==> config.mk <==
export PLATFORM = sky130hd
export DESIGN_NAME = program_loader
export DESIGN_NICKNAME = d
export VERILOG_FILES = /design/src/rtl/program_loader_pkg.sv /design/src/rtl/program_loader_word_assembler.sv /design/src/rtl/program_loader.sv
export SDC_FILE = /design/constraint.sdc
export NUM_CORES = 1
export LEC_CHECK = 0
export ABC_CLOCK_PERIOD_IN_PS = 2060
export CORE_MARGIN = 1
export CORE_UTILIZATION = 60
export CTS_BUF_LIST = sky130_fd_sc_hd__clkbuf_16
export CTS_CLUSTER_DIAMETER = 60
export CTS_CLUSTER_SIZE = 14
export DETAILED_ROUTE_END_ITERATION = 7
export DONT_BUFFER_PORTS = 1
export PLACE_DENSITY = 0.82
export SLEW_MARGIN = 20
export SYNTH_ARGS = -nofsm -noshare
export SYNTH_HDL_FRONTEND = slang
export SYNTH_SLANG_ARGS = --single-unit
export TNS_END_PERCENT = 10
==> constraint.sdc <==
create_clock -name MAX10_CLK1_50 -period 2.06 [get_ports MAX10_CLK1_50]
set_input_delay 0.103 -clock MAX10_CLK1_50 [delete_from_list [all_inputs] [get_ports MAX10_CLK1_50]]
set_output_delay 0.103 -clock MAX10_CLK1_50 [all_outputs]
set_load 0.005 [all_outputs]
==> src/rtl/program_loader_pkg.sv <==
// program_loader_pkg
// Shared types and constants for the program loader.
//   state_t        : loader FSM states
//   BYTES_PER_WORD : bytes assembled into one instruction word
//   DEF_ADDR_W     : default instruction-memory address width
//   DEF_DATA_W     : default instruction word width
//   CNT_W          : width of the word count / words-written counters
//   decode_count() : maps the count byte to a word count (0 means 256)
package program_loader_pkg;

    typedef enum logic [2:0] {
        IDLE,
        GET_COUNT,
        GET_BYTES,
        WRITE,
        GET_CSUM,
        DONE,
        ERROR
    } state_t;

    localparam int BYTES_PER_WORD = 4;
    localparam int DEF_ADDR_W     = 8;
    localparam int DEF_DATA_W     = 32;
    localparam int CNT_W          = 9;

    // A zero count byte stands for a full 256-word image.
    function automatic logic [CNT_W-1:0] decode_count(input logic [7:0] count_byte);
        return (count_byte == 8'd0) ? CNT_W'(256) : {1'b0, count_byte};
    endfunction

endpackage

==> src/rtl/program_loader_word_assembler.sv <==
// word_assembler
// Shifts incoming bytes MSB-first into an instruction word and flags the
// byte that completes it.
// Optional feature macro: PROGRAM_LOADER_CHECKSUM_EN (adds the 8-bit running
// sum of all shifted bytes and its output port).
// Ports:
//   clk        : clock
//   reset      : synchronous active-high reset
//   clear      : synchronous clear at the start of a load
//   shift_en   : a data byte is accepted this cycle
//   data       : the byte being accepted
//   word       : assembled word, most recent byte in the low lane
//   word_ready : shift_en on the last byte of a word
//   sum        : modulo-256 sum of bytes since clear (feature only)
module word_assembler
    import program_loader_pkg::*;
#(
    parameter int DATA_W = DEF_DATA_W
) (
    input  logic              clk,
    input  logic              reset,
    input  logic              clear,
    input  logic              shift_en,
    input  logic [7:0]        data,
    output logic [DATA_W-1:0] word,
    output logic              word_ready
`ifdef PROGRAM_LOADER_CHECKSUM_EN
    ,
    output logic [7:0]        sum
`endif
);

    logic [1:0] byte_idx;

    always_ff @(posedge clk) begin
        if (reset || clear) begin
            word     <= '0;
            byte_idx <= 2'd0;
        end else if (shift_en) begin
            word     <= {word[DATA_W-9:0], data};
            byte_idx <= byte_idx + 2'd1;
        end
    end

    assign word_ready = shift_en && (byte_idx == 2'(BYTES_PER_WORD - 1));

`ifdef PROGRAM_LOADER_CHECKSUM_EN
    always_ff @(posedge clk) begin
        if (reset || clear) begin
            sum <= 8'd0;
        end else if (shift_en) begin
            sum <= sum + data;
        end
    end
`endif

endmodule

==> src/rtl/program_loader.sv <==
// program_loader
// Receives a program image as a byte stream (count byte, then 4 bytes per
// word MSB first), writes each word into instruction memory from BASE_ADDR
// upward, and holds the CPU in reset until the image is loaded.
// Optional feature macro: PROGRAM_LOADER_CHECKSUM_EN (a trailing checksum
// byte must equal the modulo-256 sum of the data bytes, else ERROR).
// Ports:
//   MAX10_CLK1_50 : clock
//   reset         : synchronous active-high reset
//   start         : pulse, begins a load from IDLE, DONE or ERROR
//   rx_data/valid : incoming byte stream
//   rx_ready      : byte accepted when rx_valid && rx_ready
//   imem_addr     : instruction-memory write address
//   imem_wdata    : instruction word
//   imem_we       : one-cycle write strobe per word
//   cpu_hold      : 1 holds the CPU in reset (all states but DONE)
//   done / error  : sticky load status
//
// state     | meaning
// ----------+-----------------------------------------------
// IDLE      | after reset, waiting for start
// GET_COUNT | receiving the word-count byte
// GET_BYTES | receiving bytes of the current word
// WRITE     | one-cycle write of the assembled word
// GET_CSUM  | receiving the checksum byte (feature only)
// DONE      | image loaded, CPU released
// ERROR     | checksum mismatch, CPU held (feature only)
module program_loader
    import program_loader_pkg::*;
#(
    parameter int                ADDR_W    = DEF_ADDR_W,
    parameter logic [ADDR_W-1:0] BASE_ADDR = '0,
    parameter int                DATA_W    = DEF_DATA_W
) (
    input  logic              MAX10_CLK1_50,
    input  logic              reset,
    input  logic              start,
    input  logic [7:0]        rx_data,
    input  logic              rx_valid,
    output logic              rx_ready,
    output logic [ADDR_W-1:0] imem_addr,
    output logic [DATA_W-1:0] imem_wdata,
    output logic              imem_we,
    output logic              cpu_hold,
    output logic              done,
    output logic              error
);

    state_t           state, state_nx;
    logic [CNT_W-1:0] count_n;
    logic [CNT_W-1:0] words;
    logic             byte_acc;
    logic             shift_en;
    logic             word_ready;
    logic             clear_asm;
    logic             last_word;

    // Ready depends on the registered state only, so there is no path
    // from rx_valid back to rx_ready.
    assign rx_ready  = (state == GET_COUNT) || (state == GET_BYTES) || (state == GET_CSUM);
    assign byte_acc  = rx_valid && rx_ready;
    assign shift_en  = byte_acc && (state == GET_BYTES);
    assign last_word = (words + CNT_W'(1)) == count_n;

`ifdef PROGRAM_LOADER_CHECKSUM_EN
    logic [7:0] sum;

    word_assembler #(.DATA_W(DATA_W)) u_asm (
        .clk        (MAX10_CLK1_50),
        .reset      (reset),
        .clear      (clear_asm),
        .shift_en   (shift_en),
        .data       (rx_data),
        .word       (imem_wdata),
        .word_ready (word_ready),
        .sum        (sum)
    );
`else
    word_assembler #(.DATA_W(DATA_W)) u_asm (
        .clk        (MAX10_CLK1_50),
        .reset      (reset),
        .clear      (clear_asm),
        .shift_en   (shift_en),
        .data       (rx_data),
        .word       (imem_wdata),
        .word_ready (word_ready)
    );
`endif

    always_ff @(posedge MAX10_CLK1_50) begin
        if (reset) begin
            state     <= IDLE;
            imem_addr <= BASE_ADDR;
            count_n   <= '0;
            words     <= '0;
        end else begin
            state <= state_nx;
            if (clear_asm) begin
                imem_addr <= BASE_ADDR;
                words     <= '0;
            end
            if ((state == GET_COUNT) && byte_acc) begin
                count_n <= decode_count(rx_data);
            end
            if (state == WRITE) begin
                imem_addr <= imem_addr + 1'b1;
                words     <= words + CNT_W'(1);
            end
        end
    end

    always_comb begin
        state_nx  = state;
        clear_asm = 1'b0;
        case (state)
            IDLE, DONE, ERROR: begin
                if (start) begin
                    state_nx  = GET_COUNT;
                    clear_asm = 1'b1;
                end
            end
            GET_COUNT: begin
                if (byte_acc) state_nx = GET_BYTES;
            end
            GET_BYTES: begin
                if (word_ready) state_nx = WRITE;
            end
            WRITE: begin
                if (last_word) begin
`ifdef PROGRAM_LOADER_CHECKSUM_EN
                    state_nx = GET_CSUM;
`else
                    state_nx = DONE;
`endif
                end else begin
                    state_nx = GET_BYTES;
                end
            end
            GET_CSUM: begin
`ifdef PROGRAM_LOADER_CHECKSUM_EN
                if (byte_acc) state_nx = (rx_data == sum) ? DONE : ERROR;
`else
                state_nx = IDLE;
`endif
            end
            default: state_nx = IDLE;
        endcase
    end

    assign imem_we  = (state == WRITE);
    assign cpu_hold = (state != DONE);
    assign done     = (state == DONE);
`ifdef PROGRAM_LOADER_CHECKSUM_EN
    assign error    = (state == ERROR);
`else
    assign error    = 1'b0;
`endif

endmodule

==> results of run 1 <==
kinds of logic after synthesis:
logic type,after synthesis
AOI/OAI and AO/OA,81
xor gates and xnor gates,19
adders and majority gates,3
buffers and inverters,32
DFF,63
muxes,1
other,1
and+or+nand+nor,167
worst reg2reg max path, stage by stage (launching register included):
cell                      delay, ps
sky130_fd_sc_hd__dfxtp_1        370
sky130_fd_sc_hd__ha_4           210
sky130_fd_sc_hd__nand3_4        120
sky130_fd_sc_hd__nor3_4         240
sky130_fd_sc_hd__xnor2_1        150
sky130_fd_sc_hd__nor4_4         330
sky130_fd_sc_hd__a311o_1        220
sky130_fd_sc_hd__and4_1         200
repair_timing:
item                                    4_1_cts  5_1_grt
endpoints found under the hold margin        31        0
endpoints found under the setup margin        0        2
setup buffers                                 0        0
hold buffers                                 10        0
gates resized for setup                       0        4
placed cells by master (no fill, tap or decap), types with 2 or more instances in the layout:
cell	synthesis	routed
sky130_fd_sc_hd__xor2_1	6	6
sky130_fd_sc_hd__o21ai_0	13	13
sky130_fd_sc_hd__clkbuf_16	0	9
sky130_fd_sc_hd__and2_1	4	4
sky130_fd_sc_hd__and4_1	2	2
sky130_fd_sc_hd__nor3_1	3	3
sky130_fd_sc_hd__nand3_1	9	9
sky130_fd_sc_hd__and3_1	2	2
sky130_fd_sc_hd__nand4_1	4	4
sky130_fd_sc_hd__nor2_1	24	24
sky130_fd_sc_hd__a21oi_1	54	54
sky130_fd_sc_hd__clkinv_2	0	3
sky130_fd_sc_hd__inv_1	5	8
sky130_fd_sc_hd__dfxtp_1	63	61
sky130_fd_sc_hd__dlygate4sd3_1	0	10
sky130_fd_sc_hd__ha_1	3	2
sky130_fd_sc_hd__nand3b_1	5	5
sky130_fd_sc_hd__a211oi_1	2	2
sky130_fd_sc_hd__a22oi_1	2	2
sky130_fd_sc_hd__nor2b_1	3	3
sky130_fd_sc_hd__or3_1	3	3
sky130_fd_sc_hd__nand2_1	97	97
sky130_fd_sc_hd__nand2b_1	2	2
sky130_fd_sc_hd__dfxtp_2	0	2
sky130_fd_sc_hd__buf_4	4	11
sky130_fd_sc_hd__nor4_1	3	3
sky130_fd_sc_hd__xnor2_1	12	12
where the power goes:
part           switching [mW]  internal, mW  leakage [nW]
sequential             0.0323          1.25         0.509
combinational           0.200         0.111         0.502
clock                   0.525         0.792         0.139
total                   0.757          2.15          1.15
registers in the layout, summed over array words and instances (netlist names):
| register | count |
|---|---|
| state | 3 |
| words | 9 |
| u_asm.byte_idx | 2 |
| count_n | 9 |
| imem_addr | 8 |
| u_asm.word | 32 |
synth_stat cells, drive strengths merged:
| cell type | count | area, µm² |
|---|---|---|
| a22oi | 2 | 15.0 |
| a32o | 1 | 10.0 |
| nand3b | 5 | 37.5 |
| a211oi | 2 | 15.0 |
| nand3 | 10 | 62.6 |
| o221a | 1 | 11.3 |
| a311o | 1 | 10.0 |
| and2 | 4 | 25.0 |
| a21oi | 54 | 270 |
| a21o | 1 | 7.51 |
| nor3 | 4 | 31.3 |
| inv | 5 | 18.8 |
| ha | 3 | 37.5 |
| nand4bb | 1 | 11.3 |
| mux2i | 1 | 10.0 |
| and3b | 1 | 8.76 |
| xor2 | 6 | 52.6 |
| buf | 12 | 66.3 |
| o31a | 1 | 8.76 |
| dfxtp | 63 | 1260 |
| or2 | 1 | 6.26 |
| nor2b | 3 | 18.8 |
| nor2 | 24 | 90.1 |
| clkbuf | 15 | 56.3 |
| and4 | 2 | 17.5 |
| nand4 | 4 | 25.0 |
| conb | 1 | 3.75 |
| nand2 | 97 | 364 |
| xnor2 | 13 | 121 |
| or3 | 3 | 18.8 |
| and3 | 2 | 12.5 |
| o211ai | 1 | 7.51 |
| nand2b | 2 | 12.5 |
| o2111a | 1 | 11.3 |
| a32oi | 1 | 8.76 |
| o21ai | 14 | 70.1 |
| a311oi | 1 | 8.76 |
| nor4 | 4 | 40.0 |
per-layer routing:
layer / up-vias / global-route usage
li1: 1243 / -
met5: - / 0
met2: 94 / 0.471
met3: 9 / 0.0798
met4: 0 / 0.113
met1: 1190 / 0.341
path summary, 6_finish.rpt:
path / end / slack (ps) / cells past startpoint
max reg2reg: state[0] / 150 / 7
min: state[1] / 50 / 2
max: state[0] / 150 / 7
min reg2reg: count_n[5] / 480 / 2
layout make-up:
class	count	area, µm²
clock inverters	7	33.8
fillers	334	1210
inverters	5	18.8
flip-flops and latches	63	1260
well taps	52	65.1
repair buffers	21	183
multi-input cells	272	1470
clock buffers	9	225
metrics by stage:
| step | area [µm²] | instances | hold slack, ps |
|---|---|---|---|
| after floorplan | 2860 | 367 | 172 |
| after global placement | 2890 | 403 | 176 |
| after detailed placement | 2890 | 403 | 178 |
| after CTS | 3250 | 429 | 52.9 |
| after global routing | 3260 | 429 | 62.8 |
| final | 3260 | 429 | 54.8 |
==> flow_metrics.py, run 1 <==
metrics = {
    "status": {
        "run_status": "complete, but fails checks",
        "violated_checks": "DRC",
    },
    "synthesis": {
        "syn-num-nets": 382,
        "synth.mux.area_fraction": 0.00349,
        "synth-compound-area-share": 0.159,
        "synth_area_per_cell_um2": 7.80,
        "yosysUniqueCellTypes": 45,
        "ys_seq_area_frac": 0.440,
        "ys_warn_count": 0,
        "mappedNetlistArea_mm2": 0.00286,
        "postSynthCellCount": 367,
        "synth_top_family_by_area": "simple AND/OR/NAND/NOR gates",
        "register_bit_count_reported_by_yosys": 63,
        "synth_adder_area_share": 0.0131,
        "yosys.area_share.simple": 0.273,
        "post_synth_xor_area_fraction": 0.0607,
    },
    "timing": {
        "finalMaxSlewViolations": 0,
        "post-route-period-util": 0.929,
        "worst_slew_margin_rel": 0.425,
        "totalNegativeSetupSlack_ps": 0,
        "fin_ws_ps": 146,
        "rsz0062_at_grt": "false",
        "tightestPinTransition_ps": 860,
        "peak_clock_frequency_supported_by_timing_mhz": 522,
        "post_layout_minimum_cycle_time_ps": 1910,
        "setup_viol": 0,
        "timing_hold_violations_final": 0,
        "worst_clock_skew_ps": 3.11,
    },
    "cts": {
        "cts.path.max_buffers": 2,
        "tritoncts": "done",
        "cts_root_buffer": "sky130_fd_sc_hd__clkbuf_16",
        "cts_htree_levels": 3,
        "cts.sink_count": 63,
        "clkLatencyLatePin_ps": 330,
        "cts.clk_slew.worst_paths_ps": 50,
        "cts_inserted_buffers": 9,
    },
    "hold_path": {
        "hp-start": "reset",
        "timing.hold.worst.class": "input port to flip-flop",
    },
    "route": {
        "route.detailed.wl_per_inst_um": 15.6,
        "dr.first_iter.drc_count": 195,
        "highest_layer": "met4",
        "routedLengthMet1_um": 2850,
        "drt-vias-per-instance": 5.91,
        "drt_pre_antenna_iters": 6,
        "remaining_routing_drc_violations": 5,
        "vias": 2536,
        "postRouteAntennaNets": 0,
        "met2_wire_length_um": 3270,
        "route.met3.wl_um": 440,
        "drt_wl_total_um": 6680,
    },
    "setup_path": {
        "timing.critical_path.to_type": "flip-flop",
        "worst_path_largest_cell_delay_ps": 370,
        "cp_top_family": "simple AND/OR/NAND/NOR gates",
        "timing_worst_setup_path_type": "flip-flop to flip-flop",
        "timing.critical_path.fanout_max": 8,
        "start_kind": "flip-flop",
        "setup.worst_path.start": "words[0]",
        "cp_cell_instances": "ha_4, nand3_4, nor3_4, xnor2_1, nor4_4, a311o_1, and4_1",
        "crit-reg2reg-launch": "words[0]",
        "worstPathBufferInverterCount": 0,
        "worst_path_max_delay_cell": "sky130_fd_sc_hd__dfxtp_1",
        "critPathRequiredTime_ps": 2330,
        "crit_arrival_ps": 2180,
    },
    "power_and_ir_drop": {
        "total_leakage_power_nw": 1.15,
        "pwr_density_cell_mw_per_mm2": 890,
        "ir_worst_vdd_uv": 629,
        "design_power_total_mw": 2.91,
    },
    "die": {
        "core_area_mm2": 0.00447,
        "fp.dieArea_mm2": 0.00505,
        "i_o_pin_count": 57,
        "placementRows": 24,
        "die_h_um": 71.1,
        "die-width_um": 71.1,
        "start_util": 0.640,
    },
    "finish": {
        "final_layout_size_suffix_gt1_frac": 0.0875,
        "layout.nets": 387,
        "area_growth_syn_to_layout_pct": 13.9,
        "utilization": 0.729,
        "diodes": 0,
    },
    "grt": {
        "first_global_vias": 2372,
        "global_route_wire_length_before_repair_um": 11000,
        "grt_max_degree": 39,
        "grt_use_total": 0.281,
        "sum_of_overflow_across_all_layers_after_global_routing": 0,
        "grt_antenna_before_repair": 0,
    },
    "placed_design": {
        "dpl_worst_slack_ps": 29.3,
        "place_hpwl_um": 4150,
        "port-buffer-count": 0,
        "gp_congestion": 0.850,
    },
    "flow_run": {
        "cap_violations": 0,
    },
}
No activity file was read; power rests on OpenSTA's default activity.
==> run 2: changes to the inputs <==
--- a/config.mk
+++ b/config.mk
@@ -5,15 +5,15 @@
 export SDC_FILE = /design/constraint.sdc
 export NUM_CORES = 1
 export LEC_CHECK = 0
-export ABC_CLOCK_PERIOD_IN_PS = 2060
+export ABC_CLOCK_PERIOD_IN_PS = 1600
 export CORE_MARGIN = 1
-export CORE_UTILIZATION = 60
+export CORE_UTILIZATION = 56
 export CTS_BUF_LIST = sky130_fd_sc_hd__clkbuf_16
 export CTS_CLUSTER_DIAMETER = 60
 export CTS_CLUSTER_SIZE = 14
 export DETAILED_ROUTE_END_ITERATION = 7
 export DONT_BUFFER_PORTS = 1
-export PLACE_DENSITY = 0.82
+export PLACE_DENSITY = 0.8
 export SLEW_MARGIN = 20
 export SYNTH_ARGS = -nofsm -noshare
 export SYNTH_HDL_FRONTEND = slang
==> constraint.sdc (replaced) <==
create_clock -name MAX10_CLK1_50 -period 1.6 [get_ports MAX10_CLK1_50]
set_input_delay 0.08 -clock MAX10_CLK1_50 [delete_from_list [all_inputs] [get_ports MAX10_CLK1_50]]
set_output_delay 0.08 -clock MAX10_CLK1_50 [all_outputs]
set_load 0.005 [all_outputs]
==> flow_metrics.py, run 2 (same netlist as run 1, synthesis figures left out) <==
metrics = {
    "setup_path": {
        "critPathRequiredTime_ps": 1810,
        "timing.critical_path.fanout_max": 3,
        "crit_arrival_ps": 2000,
        "crit-reg2reg-launch": "words[0]",
        "regToRegEndpoint": "state[0]",
        "reg2regPathDepth": 8,
        "rrSetupSlack_ps": -190,
        "start_kind": "flip-flop",
        "timing_worst_setup_path_type": "flip-flop to flip-flop",
        "timing.critical_path.to_type": "flip-flop",
    },
    "die": {
        "i_o_pin_count": 57,
        "core_area_mm2": 0.00482,
        "start_util": 0.595,
        "die-width_um": 73.5,
        "placementRows": 25,
        "die_h_um": 73.5,
        "fp.dieArea_mm2": 0.00540,
    },
    "hold_path": {
        "timing.hold.worst.class": "input port to flip-flop",
        "hold-path-cell-count": 2,
        "worstHoldEndpoint": "state[1]",
        "hp-start": "reset",
    },
    "power_and_ir_drop": {
        "power.combinational.fraction": 0.137,
        "ir_worst_vdd_uv": 852,
        "seq_power_share": 0.429,
        "pwr_density_cell_mw_per_mm2": 1050,
        "switching_share": 0.255,
        "total_leakage_power_nw": 1.35,
        "clockPowerShare": 0.434,
        "p_sw_uw": 975,
        "design_internal_power_mw": 2.85,
    },
    "timing": {
        "setup_viol": 4,
        "worst_clock_skew_ps": 3.56,
        "peak_clock_frequency_supported_by_timing_mhz": 559,
        "post_layout_minimum_cycle_time_ps": 1790,
        "finalMaxSlewViolations": 0,
        "tightestPinTransition_ps": 901,
        "timing_hold_violations_final": 0,
        "rsz0062_at_grt": "true",
        "worst_slew_margin_rel": 0.399,
        "post-route-period-util": 1.12,
        "fin_ws_ps": -188,
    },
    "flow_run": {
        "cap_violations": 0,
    },
    "route": {
        "route.detailed.wl_per_inst_um": 16.1,
        "drt_pre_antenna_iters": 4,
        "vias": 2756,
        "drt-vias-per-instance": 5.84,
        "drt_wl_total_um": 7580,
        "dr.first_iter.drc_count": 145,
        "postRouteAntennaNets": 0,
        "remaining_routing_drc_violations": 0,
    },
    "cts": {
        "cts_root_buffer": "sky130_fd_sc_hd__clkbuf_16",
        "cts.clk_slew.worst_paths_ps": 50,
        "cts.path.max_buffers": 2,
        "cts.sink_count": 63,
        "clkLatencyLatePin_ps": 320,
        "cts_inserted_buffers": 9,
        "tritoncts": "done",
        "cts_htree_levels": 3,
    },
    "placed_design": {
        "port-buffer-count": 0,
        "place_hpwl_um": 4620,
        "placed_cells": 443,
        "gp_congestion": 0.911,
        "dpl_worst_slack_ps": -173,
    },
    "grt": {
        "first_global_vias": 2573,
        "globalRoute.busiestLayer": "met2",
        "grt_max_degree": 39,
        "grt_use_met2": 0.496,
        "grt_use_total": 0.292,
        "sum_of_overflow_across_all_layers_after_global_routing": 0,
        "global_route_wire_length_before_repair_um": 12000,
        "met1_track_demand_over_resource": 0.347,
        "grt_antenna_before_repair": 0,
        "grt_util_met3": 0.0686,
    },
    "finish": {
        "number_of_flip_flops_under_the_largest_register_name": 32,
        "layout_commonest_cell": "sky130_fd_sc_hd__nand2_1",
        "mostFrequentLayoutCells": "97 x sky130_fd_sc_hd__nand2_1, 57 x sky130_fd_sc_hd__dfxtp_1, 53 x sky130_fd_sc_hd__a21oi_1",
        "biggest_regs": "u_asm.word (32), count_n (9), words (9)",
        "layout.nets": 416,
        "diodes": 0,
        "area_growth_syn_to_layout_pct": 26.9,
        "utilization": 0.755,
        "final_cell_count_no_fill": 472,
        "registers.top_by_ff_count": "u_asm.word",
        "final_layout_size_suffix_gt1_frac": 0.195,
    },
    "status": {
        "run_status": "complete, but fails checks",
        "violated_checks": "setup timing",
    },
}
-- run 2: cell types whose count changed in the layout (fill, tap and decap cells not counted), moves of 2 or more --
cell,change
sky130_fd_sc_hd__buf_6,+3
sky130_fd_sc_hd__dfxtp_1,-4
sky130_fd_sc_hd__xnor2_2,+3
sky130_fd_sc_hd__xnor2_1,-3
sky130_fd_sc_hd__buf_12,+4
sky130_fd_sc_hd__inv_1,-3
sky130_fd_sc_hd__dfxtp_4,+2
sky130_fd_sc_hd__dfxtp_2,+2
sky130_fd_sc_hd__buf_4,+22
sky130_fd_sc_hd__o21ai_0,-5
sky130_fd_sc_hd__o21ai_1,+4
-- run 2: area by class of cell --
| type | count | area, µm² |
|---|---|---|
| clock buffers | 9 | 225 |
| clock inverters | 6 | 30.0 |
| fillers | 347 | 1180 |
| inverters | 5 | 21.3 |
| multi-input cells | 272 | 1540 |
| flip-flops and latches | 63 | 1270 |
| well taps | 67 | 83.8 |
| repair buffers | 50 | 464 |
-- run 2: how the worst max path moves through the flow --
stage                  start        to  cells after the start
CTS                 words[1]  state[1]                      7
finish              words[0]  state[0]                      8
floorplan           words[1]  state[0]                      8
global placement    words[1]  state[0]                      7
global route        words[0]  state[0]                      7
detailed placement  words[1]  state[1]                      7
-- run 2: power groups by stage --
stage          Clock (mW)  Sequential [mW]  Combinational [mW]
2_1_floorplan           0             1.66               0.297
3_3_place_gp            0             1.67               0.429
3_5_place_dp            0             1.67               0.442
4_1_cts              1.67             1.64               0.487
5_1_grt              1.75             1.64               0.569
6_report             1.66             1.64               0.523
-- run 2: worst max-delay path, stage by stage, from the launching register on --
cell	delay (ps)
sky130_fd_sc_hd__dfxtp_4	360
sky130_fd_sc_hd__buf_6	120
sky130_fd_sc_hd__buf_6	110
sky130_fd_sc_hd__nand4_1	120
sky130_fd_sc_hd__nor4_2	80
sky130_fd_sc_hd__a311oi_2	300
sky130_fd_sc_hd__o21ai_2	130
sky130_fd_sc_hd__a311o_1	300
sky130_fd_sc_hd__and4_1	150
-- run 2: repair_timing --
action                     4_1_cts  5_1_grt
setup endpoints to repair        6       64
setup buffers                    3        1
hold endpoints to repair        31        0
hold buffers                    10        0
resized for setup                7       21
pin swaps                        7       11
-- run 2: stage by stage --
step | TNS [ps] | hold WS (ps) | power, mW | instance area (µm²)
2_1_floorplan | -330 | 149 | 1.95 | 2900
3_3_place_gp | -240 | 148 | 2.10 | 3170
3_5_place_dp | -362 | 153 | 2.11 | 3170
4_1_cts | -2330 | 45.9 | 3.79 | 3570
5_1_grt | -794 | 45.0 | 3.96 | 3630
6_report | -512 | 46.0 | 3.82 | 3630
-- run 2: metal layers --
| layer | vias to the layer above | wire length [µm] |
|---|---|---|
| met4 | 0 | 166 |
| li1 | 1302 | - |
| met5 | - | 0 |
| met3 | 16 | 552 |
| met2 | 117 | 3850 |
| met1 | 1321 | 3010 |
